$ cat src/rtl/timer_pkg.sv
// Shared types and defaults for the countdown timer and its tick prescaler.
package timer_pkg;

    typedef enum logic [1:0] {
        ST_IDLE   = 2'd0,
        ST_RUN    = 2'd1,
        ST_PAUSED = 2'd2,
        ST_DONE   = 2'd3
    } state_e;

    localparam int DEF_TICK_DIV = 50000000;
    localparam int DEF_CNT_W    = 8;

    // Prescaler counter width; never narrower than one bit.
    function automatic int presc_w(input int div);
        return (div > 2) ? $clog2(div) : 1;
    endfunction

endpackage

$ cat src/rtl/tick_prescaler.sv
// Free-running 0..TICK_DIV-1 prescaler; tick is a registered flag that is high
// during the terminal cycle, so a consumer sampling it on the edge acts exactly once per period.
module tick_prescaler
    import timer_pkg::*;
#(
    parameter int TICK_DIV = DEF_TICK_DIV
) (
    input  logic clk,
    input  logic reset,
    input  logic en,
    input  logic clr,
    output logic tick
);

    localparam int             PW   = presc_w(TICK_DIV);
    localparam logic [PW-1:0]  LAST = PW'(TICK_DIV - 1);

    logic [PW-1:0] cnt_q, cnt_d;
    logic          tick_q, tick_d;

    always_comb begin
        cnt_d = cnt_q;
        if (clr) begin
            cnt_d = '0;
        end else if (en) begin
            cnt_d = (cnt_q == LAST) ? '0 : cnt_q + 1'b1;
        end
        tick_d = (cnt_d == LAST);
    end

    always_ff @(posedge clk) begin
        if (reset) begin
            cnt_q  <= '0;
            tick_q <= 1'b0;
        end else begin
            cnt_q  <= cnt_d;
            tick_q <= tick_d;
        end
    end

    assign tick = tick_q;

endmodule

$ cat src/rtl/countdown_timer.sv
// Loadable down-counter stepped by tick_prescaler; pulses done on reaching zero.
// Define COUNTDOWN_AUTO_RELOAD_EN to restart from the last loaded value at expiry.
module countdown_timer
    import timer_pkg::*;
#(
    parameter int TICK_DIV = DEF_TICK_DIV,
    parameter int CNT_W    = DEF_CNT_W
) (
    input  logic             clk,
    input  logic             reset,
    input  logic             load,
    input  logic [CNT_W-1:0] load_val,
    input  logic             start,
    input  logic             pause,
    output logic [CNT_W-1:0] cout,
    output logic             busy,
    output logic             tick,
    output logic             done
);

    state_e           state_q, state_d;
    logic [CNT_W-1:0] cout_q, cout_d;
    logic             busy_q, busy_d;
    logic             tick_q, tick_d;
    logic             done_q, done_d;
    logic             presc_clr;
    logic             presc_term;
    logic             wrap;
`ifdef COUNTDOWN_AUTO_RELOAD_EN
    logic [CNT_W-1:0] reload_q, reload_d;
`endif

    tick_prescaler #(
        .TICK_DIV (TICK_DIV)
    ) u_presc (
        .clk   (clk),
        .reset (reset),
        .en    (state_q == ST_RUN),
        .clr   (presc_clr),
        .tick  (presc_term)
    );

    assign wrap = presc_term && (state_q == ST_RUN);

    always_comb begin
        state_d   = state_q;
        cout_d    = cout_q;
        tick_d    = 1'b0;
        done_d    = 1'b0;
        presc_clr = 1'b0;
`ifdef COUNTDOWN_AUTO_RELOAD_EN
        reload_d  = reload_q;
`endif
        if (state_q == ST_RUN) begin
            // A tick on the pause cycle is applied before the pause takes effect.
            if (wrap) begin
                tick_d  = 1'b1;
                if (cout_q <= CNT_W'(1)) begin
                    done_d  = 1'b1;
`ifdef COUNTDOWN_AUTO_RELOAD_EN
                    if (reload_q != '0) begin
                        cout_d  = reload_q;
                        state_d = pause ? ST_PAUSED : ST_RUN;
                    end else begin
                        cout_d  = '0;
                        state_d = ST_DONE;
                    end
`else
                    cout_d  = '0;
                    state_d = ST_DONE;
`endif
                end else begin
                    cout_d  = cout_q - 1'b1;
                    state_d = pause ? ST_PAUSED : ST_RUN;
                end
            end else if (pause) begin
                state_d = ST_PAUSED;
            end
        end else if (load) begin
            cout_d    = load_val;
            presc_clr = 1'b1;
            state_d   = ST_IDLE;
`ifdef COUNTDOWN_AUTO_RELOAD_EN
            reload_d  = load_val;
`endif
        end else if (start) begin
            if (state_q == ST_IDLE) begin
                if (cout_q != '0) begin
                    state_d   = ST_RUN;
                    presc_clr = 1'b1;
                end else begin
                    state_d = ST_DONE;
                    done_d  = 1'b1;
                end
            end else if (state_q == ST_PAUSED) begin
                state_d = ST_RUN;
            end
        end
        busy_d = (state_d == ST_RUN) || (state_d == ST_PAUSED);
    end

    always_ff @(posedge clk) begin
        if (reset) begin
            state_q  <= ST_IDLE;
            cout_q   <= '0;
            busy_q   <= 1'b0;
            tick_q   <= 1'b0;
            done_q   <= 1'b0;
`ifdef COUNTDOWN_AUTO_RELOAD_EN
            reload_q <= '0;
`endif
        end else begin
            state_q  <= state_d;
            cout_q   <= cout_d;
            busy_q   <= busy_d;
            tick_q   <= tick_d;
            done_q   <= done_d;
`ifdef COUNTDOWN_AUTO_RELOAD_EN
            reload_q <= reload_d;
`endif
        end
    end

    assign cout = cout_q;
    assign busy = busy_q;
    assign tick = tick_q;
    assign done = done_q;

endmodule

$ cat config.mk
export PLATFORM = sky130hd
export DESIGN_NAME = countdown_timer
export DESIGN_NICKNAME = d
export VERILOG_FILES = /design/src/rtl/timer_pkg.sv /design/src/rtl/tick_prescaler.sv /design/src/rtl/countdown_timer.sv
export SDC_FILE = /design/constraint.sdc
export NUM_CORES = 1
export LEC_CHECK = 0
export CAP_MARGIN = 25
export CORE_MARGIN = 5
export CORE_UTILIZATION = 60
export CTS_CLUSTER_DIAMETER = 80
export DETAILED_ROUTE_END_ITERATION = 12
export DONT_BUFFER_PORTS = 1
export HOLD_SLACK_MARGIN = 0.06
export PLACE_DENSITY_LB_ADDON = 0.05
export SYNTH_ARGS = -nofsm -noshare
export SYNTH_HDL_FRONTEND = slang
export SYNTH_SLANG_ARGS = --single-unit
$ cat constraint.sdc
create_clock -name clk -period 4.35 [get_ports clk]
set_input_delay 0.87 -clock clk [delete_from_list [all_inputs] [get_ports clk]]
set_output_delay 0.87 -clock clk [all_outputs]
set_load 0.1 [all_outputs]
# Word level (Yosys, flattened, before mapping)
# Cells that the tools add are included.
[op_classes]
n_addsub = 2
order_cmp = 1
n_eq_ne = 7
n_mux = 30
n_bitwise = 1
n_reduce_logical = 7
[op_table]
columns = ["operator", "count"]
rows = [
  ["2-to-1 mux 26 bit", 3],
  ["== test 26 bit (second input constant)", 2],
  ["2-to-1 mux 8 bit", 4],
  ["adder 26 x 1 -> 26 bit (second input constant)", 1],
  ["2-to-1 mux 2 bit", 10],
  ["2-to-1 mux 1 bit", 13],
  ["<= comparator 8 x 1 -> 1 bit (second input constant)", 1],
  ["nonzero test 8 bit", 1],
  ["subtractor 8 x 1 -> 8 bit (second input constant)", 1],
  ["== test 2 x 1 -> 1 bit (second input constant)", 2],
  ["== test 2 bit (second input constant)", 2],
  ["logical NOT 2 bit", 1],
  ["inequality test 2 bit (second input constant)", 1],
  ["AND reduction 2 bit", 1],
  ["nonzero test 2 bit", 1],
  ["OR reduction 2 bit", 1],
  ["logical AND 1 bit", 1],
  ["logical OR 1 bit", 1],
  ["NOT 1 bit", 1],
]
[totals]
reg_bits = 40
input_bits = 13
out_inout_bits = 11
elab_cells = 55

# Longest topological paths before layout
# Gate-level depths: netlist (run 1).
[depth]
word_depth = 8
mapped_depth = 9
mapped_depth_nobuf = 8

# Hierarchy
# Synthesis (run 1) repeated with hierarchy kept, for this count alone.
[hier_totals]
cells_unflattened = 267
hier_area_um2 = 2188.3
[modules_own_cells]
columns = ["mod", "n_inst", "cells_per_inst", "area_per_inst_um2", "seq_area_each_um2"]
rows = [
  ["tick_prescaler", 1, 170, 1398.8, 540.5],
  ["countdown_timer", 1, 97, 789.5, 260.2],
]

# Least setup slack after synthesis (run 1)
# Ideal clock, no wire load.
[synth_timing]
path_kind = "reg-to-reg"
from = "reg cout_q[0] (netlist: cout[0])"
to = "reg u_presc.cnt_q[0]"
arrival_ps = 2535
required_ps = 4222
path_slack_ps = 1687
stages_incl_launch_ff = 10
n_path_buf = 1
cell_sequence = "dfxtp_1 > inv_1 > ha_1 > nor3b_1 > a21oi_1 > o21a_1 > a31oi_1 > nand2b_1 > clkbuf_1 > nor2_1"
[synth_via]
elab_chain_cells = 7
[synth_lines]
columns = ["element", "line_no", "source"]
rows = [
  ["from (decl)", "countdown_timer.sv:22", "logic [CNT_W-1:0] cout_q, cout_d;"],
  ["from (signal assigned)", "countdown_timer.sv:114", "cout_q <= cout_d;"],
  ["nonzero test 8 bit", "countdown_timer.sv:88", "if (cout_q != '0) begin"],
  ["2-to-1 mux 1 bit", "countdown_timer.sv:88", ""],
  ["2-to-1 mux 1 bit", "countdown_timer.sv:87", "if (state_q == ST_IDLE) begin"],
  ["2-to-1 mux 1 bit", "countdown_timer.sv:86", "end else if (start) begin"],
  ["2-to-1 mux 1 bit", "countdown_timer.sv:79", "end else if (load) begin"],
  ["2-to-1 mux 1 bit", "countdown_timer.sv:54", "if (state_q == ST_RUN) begin"],
  ["2-to-1 mux 26 bit", "tick_prescaler.sv:23", "if (clr) begin"],
  ["to (signal assigned)", "tick_prescaler.sv:36", "cnt_q <= cnt_d;"],
  ["to (decl)", "tick_prescaler.sv:18", "logic [PW-1:0] cnt_q, cnt_d;"],
]
# Every way passes these cells.
# A chain may end at the register's enable or synchronous reset.

# Worst setup path in the final report (run 1)
[layout_timing]
from = "reg cout_q[1] (netlist: cout[1])"
to = "reg u_presc.cnt_q[1]"
# The elaborated chain is that of the path after synthesis.

==> results of run 1 <==
-- sequential cells by signal, summed over array words and instances (netlist names) --
| name | flops |
|---|---|
| busy | 1 |
| cout | 8 |
| tick | 1 |
| done | 1 |
| u_presc.tick | 1 |
| u_presc.cnt_q | 26 |
| state_q | 2 |
-- critical path: stages, from the launching register on --
cell	delay, ns
dfxtp_1	0.68
inv_1	0.24
ha_1	0.23
nor3b_1	0.60
a21oi_1	0.16
o21a_1	0.24
a31oi_1	0.19
nand2b_1	0.52
a21oi_1	0.33
-- synthesized netlist by cell type (3+ instances only) --
library cell  instances
xor2_1               12
a32o_1                3
buf_6                 4
inv_1                 6
nor2_1               40
nand2b_1              4
o21ai_0               7
and3_1                3
buf_2                 3
nand3_1              13
xnor2_1              15
dfxtp_1              40
nor3_1                9
nand2_1              26
nand4_1               9
a22oi_1               7
nor2b_1               7
nor4_1                7
clkbuf_1              6
a21oi_1               9
ha_1                  3
-- cell type report --
| type | count | area (um^2) |
|---|---|---|
| multi-input cells | 220 | 1410 |
| fillers | 323 | 1276 |
| flip-flops and latches | 40 | 800.8 |
| clock buffers | 6 | 82.58 |
| well taps | 48 | 60.06 |
| repair buffers | 4 | 53.80 |
| inverters | 6 | 22.52 |
| clock inverters | 2 | 10.01 |
-- worst paths after layout --
path                                    endpoint  cells after the start    start  slack [ns]
worst min-delay path                     cout[0]                      2  cout[0]        0.57
worst max-delay path            u_presc.cnt_q[1]                      8  cout[1]        1.06
worst min register to register           cout[0]                      2  cout[0]        0.57
worst max register to register  u_presc.cnt_q[1]                      8  cout[1]        1.06
-- per-stage QoR --
step                instances  hold slack (ns)  util (%)
floorplan                 282           0.4909         -
global placement          316           0.5308     62.12
detailed placement        316           0.5328     62.12
CTS                       324           0.5746     64.61
global route              326           0.6164     65.66
finish                    326           0.5709     65.66
-- per-layer routing --
metal,routed length [um],track usage [%]
met4,59,5.846
met3,198,4.848
met1,2576,29.24
met5,0,0
met2,2282,31.65
-- power by group --
part,switching (mW),total (mW),internal (mW)
logic,0.0682,0.106,0.0377
clock network,0.130,0.256,0.127
registers,0.0485,0.424,0.375
total,0.247,0.786,0.540
-- cell families (layout without fill, tap and decap cells) --
family          after synthesis  in the layout
flops                        40             40
simple gates                145            145
buf+inv                      22             18
compound gates               44             44
xor+xnor                     27             27
fa+ha+maj                     3              3
mux                           1              1
==> impl_metrics.py, run 1 <==
metrics = {
    "drt": {
        "first_pass_iters": 4,
        "drtIter0Drc": 206,
        "vias": 1958,
        "routed_via_density": 6.006,
        "drtAntennaViolNets": 0,
        "wl_mm": 5.117,
        "drc": 0,
        "avgRoutedWirePerCell_um": 15.70,
    },
    "clock_network": {
        "clock_path_buffers": 2,
        "cts_tree": "done",
        "numCtsBuffers": 5,
        "clk_latency_ns": 0.30,
        "path_clk_slew_ns": 0.08,
        "root_buffer": "clkbuf_8",
        "clkSinkCount": 40,
        "h-tree-depth": 2,
        "cts_resized": 0,
        "hold_buffers": 0,
        "postCtsSetupBuffers": 0,
    },
    "floorplanning": {
        "die_x_um": 72.31,
        "coreArea_um2": 3716,
        "die-area_um2": 5229,
        "num_rows": 22,
        "start_util_pct": 62.69,
        "pin_count": 24,
        "die_h_um": 72.31,
    },
    "placement": {
        "port_buffers": 0,
        "hpwl_mm": 3.694,
        "post_dp_cell_area_um2": 2308,
        "pre_cts_ws_ns": 1.153,
        "gp_congestion": 0.8437,
    },
    "synth": {
        "yosysTopAreaCell": "dfxtp_1",
        "synth_top_family_by_area": "simple AND/OR/NAND/NOR gates",
        "ys_seq_elements": 40,
        "synth.top_cell.area_share_pct": 34.37,
        "netlist_area_um2": 2330,
        "synthAdderAreaFrac_pct": 1.611,
        "yosys.area_share.xor_xnor_pct": 10.15,
        "synth_seq_area_share_pct": 34.37,
        "avgSynthCellArea_um2": 8.261,
        "yosys.area_share.simple_pct": 34.69,
        "synthMuxAreaShare_pct": 0.4834,
        "synth_cell_types": 59,
        "synth_edf_count": 0,
        "synth_ff_type": "dfxtp_1",
        "async_flop_share_pct": 0,
        "syn_nets": 298,
        "synth_compound_area_share_pct": 13.59,
        "netlist_instances": 282,
        "synth.area.top_cells": "dfxtp_1 (34%), nor2_1 (6.4%), xnor2_1 (5.6%)",
        "yosysWarnings": 0,
    },
    "setup_path": {
        "startpoint_type": "register",
        "critPathKind": "register to register",
        "cp_data_arrival_time_ns": 3.49,
        "crit_required_ns": 4.55,
        "cp_max_fo": 24,
        "crit_path_end_kind": "register",
    },
    "hold_path": {
        "hold_path_class": "register to register",
    },
    "sta": {
        "min_period_over_period_pct": 75.71,
        "setup_ws_ns": 1.057,
        "clock.fmax_mhz": 303.6,
        "hold_viol_final": 0,
        "finalCriticalPeriod_ns": 3.293,
        "rsz0062_at_grt": "false",
        "setup_viol": 0,
        "slew_headroom_pct": 27.47,
        "clock_skew_ns": 0.01099,
        "finalSetupTns_ns": 0,
        "tightestPinTransition_ns": 1.086,
        "drv_slew": 0,
    },
    "cells_and_area": {
        "stdcell_area_um2": 2440,
        "area_growth_pct": 4.726,
        "final_cell_mix": "nor2_1 (40), dfxtp_1 (40), nand2_1 (26), xnor2_1 (15), nand3_1 (13)",
        "fin_nets": 293,
        "layout-drive-gt1-share_pct": 10.43,
        "antenna_cells": 0,
    },
    "power_and_ir_drop": {
        "peakVddDrop_mv": 0.3168,
        "power_density_nw_per_um2": 322.2,
        "total_power_mw": 0.7861,
        "p_leak_nw": 0.7834,
    },
    "global_routing": {
        "grt.overflow.total": 0,
        "antenna_found_initial": 0,
        "grt_pass1_wl_mm": 8.714,
        "grt_pass1_vias": 1833,
        "grt_max_degree": 25,
        "track_usage_pct": 20.77,
    },
    "status": {
        "status": "completed",
    },
    "flow_run": {
        "maxCapViolCount": 0,
    },
}
(Power assumes the default switching activity.)
==> inputs of run 2 (changes only) <==
==> constraint.sdc (replaced) <==
create_clock -name clk -period 3.1 [get_ports clk]
set_input_delay 0.62 -clock clk [delete_from_list [all_inputs] [get_ports clk]]
set_output_delay 0.62 -clock clk [all_outputs]
set_load 0.1 [all_outputs]
==> run 2 against run 1 <==
  * Final cell count increased by 1.5%
  * Combinational power increased by 78%
  * First-iteration DRC count decreased by 13%
  * Fmax increased by 32%
  * Largest cell class unchanged
  * Sequential share of layout area decreased by 0.18 points
  * Total power increased by 40%
  * Clock power increased by 39%
==> impl_metrics.py, run 2 (synthesis results as in run 1) <==
metrics = {
    "cells_and_area": {
        "area_growth_pct": 5.317,
        "antenna_cells": 0,
        "n_fill_cell": 332,
        "seq_area_um2": 800.8,
        "largest_register": "u_presc.cnt_q",
        "multi_input_area_um2": 1410,
        "fin_nets": 298,
        "layout-drive-gt1-share_pct": 12.01,
        "final_cell_mix": "nor2_1 (40), dfxtp_1 (40), nand2_1 (26), xnor2_1 (15), nand3_1 (13)",
        "largest_reg_flops": 26,
    },
    "clock_network": {
        "hold_buffers": 0,
        "root_buffer": "clkbuf_8",
        "path_clk_slew_ns": 0.08,
        "numCtsBuffers": 5,
        "cts_tree": "done",
        "clk_latency_ns": 0.29,
        "cts_resized": 0,
        "postCtsSetupBuffers": 0,
        "clock_path_buffers": 2,
        "clkSinkCount": 40,
        "h-tree-depth": 2,
    },
    "setup_path": {
        "worst_path_max_delay_cell": "nand2b_1",
        "cp_data_arrival_time_ns": 2.63,
        "startpoint_type": "register",
        "slowest_delay_ns": 0.67,
        "crit_required_ns": 3.24,
        "crit_path_cell_trace": "ha_1 > nand3b_1 > nor4_4 > a31oi_1 > nand2b_1 > nor2_1",
        "crit_path_end_kind": "register",
        "critPathKind": "register to register",
        "cp_max_fo": 24,
    },
    "floorplanning": {
        "num_rows": 22,
        "die_h_um": 72.31,
        "start_util_pct": 62.69,
        "die_x_um": 72.31,
        "pin_count": 24,
        "coreArea_um2": 3716,
        "die-area_um2": 5229,
    },
    "status": {
        "status": "completed",
    },
    "global_routing": {
        "grt_max_degree": 25,
        "track_usage_pct": 21.17,
        "antenna_found_initial": 0,
        "grt_pass1_vias": 1751,
        "grt.overflow.total": 0,
        "grt_pass1_wl_mm": 8.735,
    },
    "drt": {
        "routed_via_density": 5.943,
        "drtIter0Drc": 180,
        "drtAntennaViolNets": 0,
        "wl_mm": 5.119,
        "first_pass_iters": 4,
        "vias": 1967,
        "drc": 0,
        "avgRoutedWirePerCell_um": 15.47,
    },
    "sta": {
        "hold_viol_final": 0,
        "clock_skew_ns": 0.006439,
        "drv_slew": 0,
        "finalSetupTns_ns": 0,
        "finalCriticalPeriod_ns": 2.492,
        "min_period_over_period_pct": 80.37,
        "slew_headroom_pct": 37.29,
        "clock.fmax_mhz": 401.4,
        "setup_viol": 0,
        "rsz0062_at_grt": "false",
        "tightestPinTransition_ns": 0.9393,
    },
    "placement": {
        "gp_congestion": 0.9072,
        "hpwl_mm": 3.785,
        "port_buffers": 0,
    },
    "power_and_ir_drop": {
        "peakVddDrop_mv": 0.2483,
        "power_density_nw_per_um2": 448.4,
        "total_power_mw": 1.100,
        "p_leak_nw": 0.8015,
    },
    "flow_run": {
        "maxCapViolCount": 0,
    },
    "hold_path": {
        "hold_path_class": "primary input to register",
    },
}
[run 2: cell types whose count changed in the layout (fill, tap and decap cells not counted)]
cell,delta
buf_4,+7
buf_6,-1
buf_16,-1
[run 2: routing by layer]
metal,global-route usage (%),wire length [um]
met1,31.37,2550
met2,30.33,2219
met3,4.848,282
met4,6.263,66
met5,0,0
[run 2: layout make-up]
| cell class | instances | area share [%] |
|---|---|---|
| Multi-Input combinational cell | 220 | 57.47 |
| Timing Repair Buffer | 9 | 2.754 |
| Tap cell | 48 | 2.448 |
| Inverter | 6 | 0.9179 |
| Clock inverter | 2 | 0.4080 |
| Sequential cell | 40 | 32.64 |
| Clock buffer | 6 | 3.366 |
[run 2: final timing paths]
kind	depth (start not counted)	from	slack (ns)	endpoint
min reg2reg	2	u_presc.cnt_q[1]	0.56	u_presc.cnt_q[1]
max	6	u_presc.cnt_q[0]	0.61	u_presc.cnt_q[20]
max reg2reg	6	u_presc.cnt_q[0]	0.61	u_presc.cnt_q[20]
min	1	reset	0.39	state_q[0]
[run 2: metrics by stage]
step / setup slack (ns) / std cells / instance area, um^2 / util [%] / hold slack, ns
global route: 0.2915 / 331 / 2454 / 66.03 / 0.3717
CTS: 0.5797 / 331 / 2454 / 66.03 / 0.3800
finish: 0.6085 / 331 / 2454 / 66.03 / 0.3882
detailed placement: 0.5990 / 323 / 2361 / 63.54 / 0.5430
global placement: 0.6808 / 323 / 2361 / 63.54 / 0.5183
floorplan: 0.4371 / 282 / 2330 / - / 0.4909
[run 2: worst max-delay path, delay by kind of cell (launching register included)]
family,cells,cell delay (ns)
adder cells (fa/ha/maj),1,0.29
AO/OA/AOI/OAI,1,0.17
AND/OR/NAND/NOR,4,1.43
flip-flops,1,0.46
[run 2: report_power, final]
part | switching [mW] | leakage [nW] | internal, mW
sequential | 0.0278 | 0.324 | 0.527
combinational | 0.134 | 0.426 | 0.0550
clock | 0.179 | 0.0510 | 0.178
==> inputs of run 3 (changes only) <==
==> constraint.sdc (replaced) <==
create_clock -name clk -period 2.6 [get_ports clk]
set_input_delay 0.52 -clock clk [delete_from_list [all_inputs] [get_ports clk]]
set_output_delay 0.52 -clock clk [all_outputs]
set_load 0.1 [all_outputs]
==> run 3 against run 2 <==
  * Sequential share of layout area decreased by 0.31 points
  * Core utilization is 0.84 points higher
  * Fmax up 6.5%
  * Register-to-register slack lost 0.35 ns
  * Sequential power rose by 16%
  * Critical path depth rose by 1
  * Clock power up 3%
  * First-iteration DRC count grew 6.1%
  * Final cell count increased by 1.2%
  * Total power rose by 15%
==> impl_metrics.py, run 3 (synthesis results as in run 1) <==
metrics = {
    "hold_path": {
        "hold_path_class": "primary input to register",
    },
    "clock_network": {
        "clkSinkCount": 40,
        "h-tree-depth": 2,
        "cts_tree": "done",
        "hold_buffers": 0,
        "clock_path_buffers": 2,
        "cts_resized": 0,
        "numCtsBuffers": 5,
        "clk_latency_ns": 0.28,
        "postCtsSetupBuffers": 0,
        "root_buffer": "clkbuf_8",
        "path_clk_slew_ns": 0.07,
    },
    "setup_path": {
        "slowest_delay_ns": 0.46,
        "cp_data_arrival_time_ns": 2.54,
        "crit_required_ns": 2.80,
        "crit_path_cell_trace": "ha_1 > nand3b_1 > nor4_4 > nand3_2 > a2111oi_2 > nand4_1 > nor4b_2",
        "worstRegToRegCells": 7,
        "critPathKind": "register to register",
        "crit_path_end_kind": "register",
        "critPathCapture": "u_presc.tick",
        "r2r-start": "u_presc.cnt_q[0]",
        "worst_path_max_delay_cell": "dfxtp_1",
        "ff2ff_setup_slack_ns": 0.26,
        "reg2reg_to": "u_presc.tick",
        "crit_start": "u_presc.cnt_q[0]",
        "startpoint_type": "register",
        "cp_max_fo": 7,
    },
    "floorplanning": {
        "start_util_pct": 62.69,
        "num_rows": 22,
        "die-area_um2": 5229,
        "die_h_um": 72.31,
        "coreArea_um2": 3716,
        "die_x_um": 72.31,
        "pin_count": 24,
    },
    "global_routing": {
        "track_usage_pct": 20.41,
        "grt_pass1_wl_mm": 8.473,
        "grt.overflow.total": 0,
        "grt_max_degree": 25,
        "grt_pass1_vias": 1758,
        "antenna_found_initial": 0,
    },
    "power_and_ir_drop": {
        "peakVddDrop_mv": 0.3359,
        "p_leak_nw": 0.8225,
        "power_density_nw_per_um2": 508.3,
        "total_power_mw": 1.263,
    },
    "placement": {
        "pre_cts_ws_ns": 0.2962,
        "hpwl_mm": 3.782,
        "port_buffers": 0,
        "gp_congestion": 0.8848,
        "post_dp_cell_area_um2": 2416,
        "placed_cells": 330,
    },
    "cells_and_area": {
        "layout_commonest_cell": "nor2_1",
        "final_cell_mix": "nor2_1 (40), dfxtp_1 (38), nand2_1 (26), buf_4 (16), xnor2_1 (15)",
        "fin_nets": 305,
        "stdcell_count": 335,
        "area_growth_pct": 6.659,
        "largest_reg_flops": 26,
        "stdcell_area_um2": 2485,
        "antenna_cells": 0,
        "largest_register": "u_presc.cnt_q",
        "layout-drive-gt1-share_pct": 13.94,
        "n_fill_cell": 372,
    },
    "drt": {
        "first_pass_iters": 4,
        "drc": 0,
        "vias": 2004,
        "avgRoutedWirePerCell_um": 15.06,
        "wl_mm": 5.044,
        "drtAntennaViolNets": 0,
        "routed_via_density": 5.982,
        "drtIter0Drc": 191,
    },
    "sta": {
        "setup_viol": 0,
        "tightestPinTransition_ns": 0.6502,
        "clock_skew_ns": 0.008265,
        "finalCriticalPeriod_ns": 2.338,
        "clock.fmax_mhz": 427.6,
        "rsz0062_at_grt": "false",
        "finalSetupTns_ns": 0,
        "setup_ws_ns": 0.2616,
        "slew_headroom_pct": 56.25,
        "min_period_over_period_pct": 89.94,
        "drv_slew": 0,
        "hold_viol_final": 0,
    },
    "status": {
        "status": "completed",
    },
    "flow_run": {
        "maxCapViolCount": 0,
    },
}
-- run 3: per-layer routing --
| metal | track usage [%] | part of all wire (%) | wire length (um) |
|---|---|---|---|
| met1 | 30.89 | 50 | 2499 |
| met2 | 29.02 | 43 | 2177 |
| met3 | 5.402 | 6.9 | 346 |
| met4 | 3.758 | 0.42 | 21 |
| met5 | 0 | 0 | 0 |
-- run 3: stage by stage --
step,util (%),hold slack [ns]
6_report,66.87,0.2955
5_1_grt,66.87,0.2796
4_1_cts,66.87,0.2875
3_5_place_dp,65.02,0.5288
3_3_place_gp,65.02,0.5084
2_1_floorplan,-,0.4909
-- run 3: worst min path at each step --
stage	end	cells past startpoint	start	slack (ns)
global route	cout[0]	1	reset	0.28
floorplan	u_presc.cnt_q[1]	2	u_presc.cnt_q[1]	0.49
finish	state_q[0]	1	reset	0.30
detailed placement	cout[0]	2	cout[0]	0.53
global placement	u_presc.cnt_q[1]	2	u_presc.cnt_q[1]	0.51
CTS	state_q[0]	1	reset	0.29
-- run 3: cell type report --
class | count | area (um^2) | area share [%]
Sequential cell | 40 | 803.3 | 32.33
Tap cell | 48 | 60.06 | 2.417
Timing Repair Buffer | 16 | 120.1 | 4.834
Inverter | 6 | 22.52 | 0.9063
Clock buffer | 5 | 68.82 | 2.769
Multi-Input combinational cell | 220 | 1410 | 56.75
-- run 3: where the power goes --
| group | switching [mW] | internal [mW] |
|---|---|---|
| sequential | 0.0164 | 0.629 |
| clock | 0.193 | 0.173 |
| combinational | 0.180 | 0.0720 |
-- run 3: worst max-delay path: cells and delay by family (launching register included) --
family	cells	cell delay, ns
AO/OA/AOI/OAI	1	0.37
AND/OR/NAND/NOR	5	1.12
flip-flops	1	0.46
adder cells (fa/ha/maj)	1	0.29
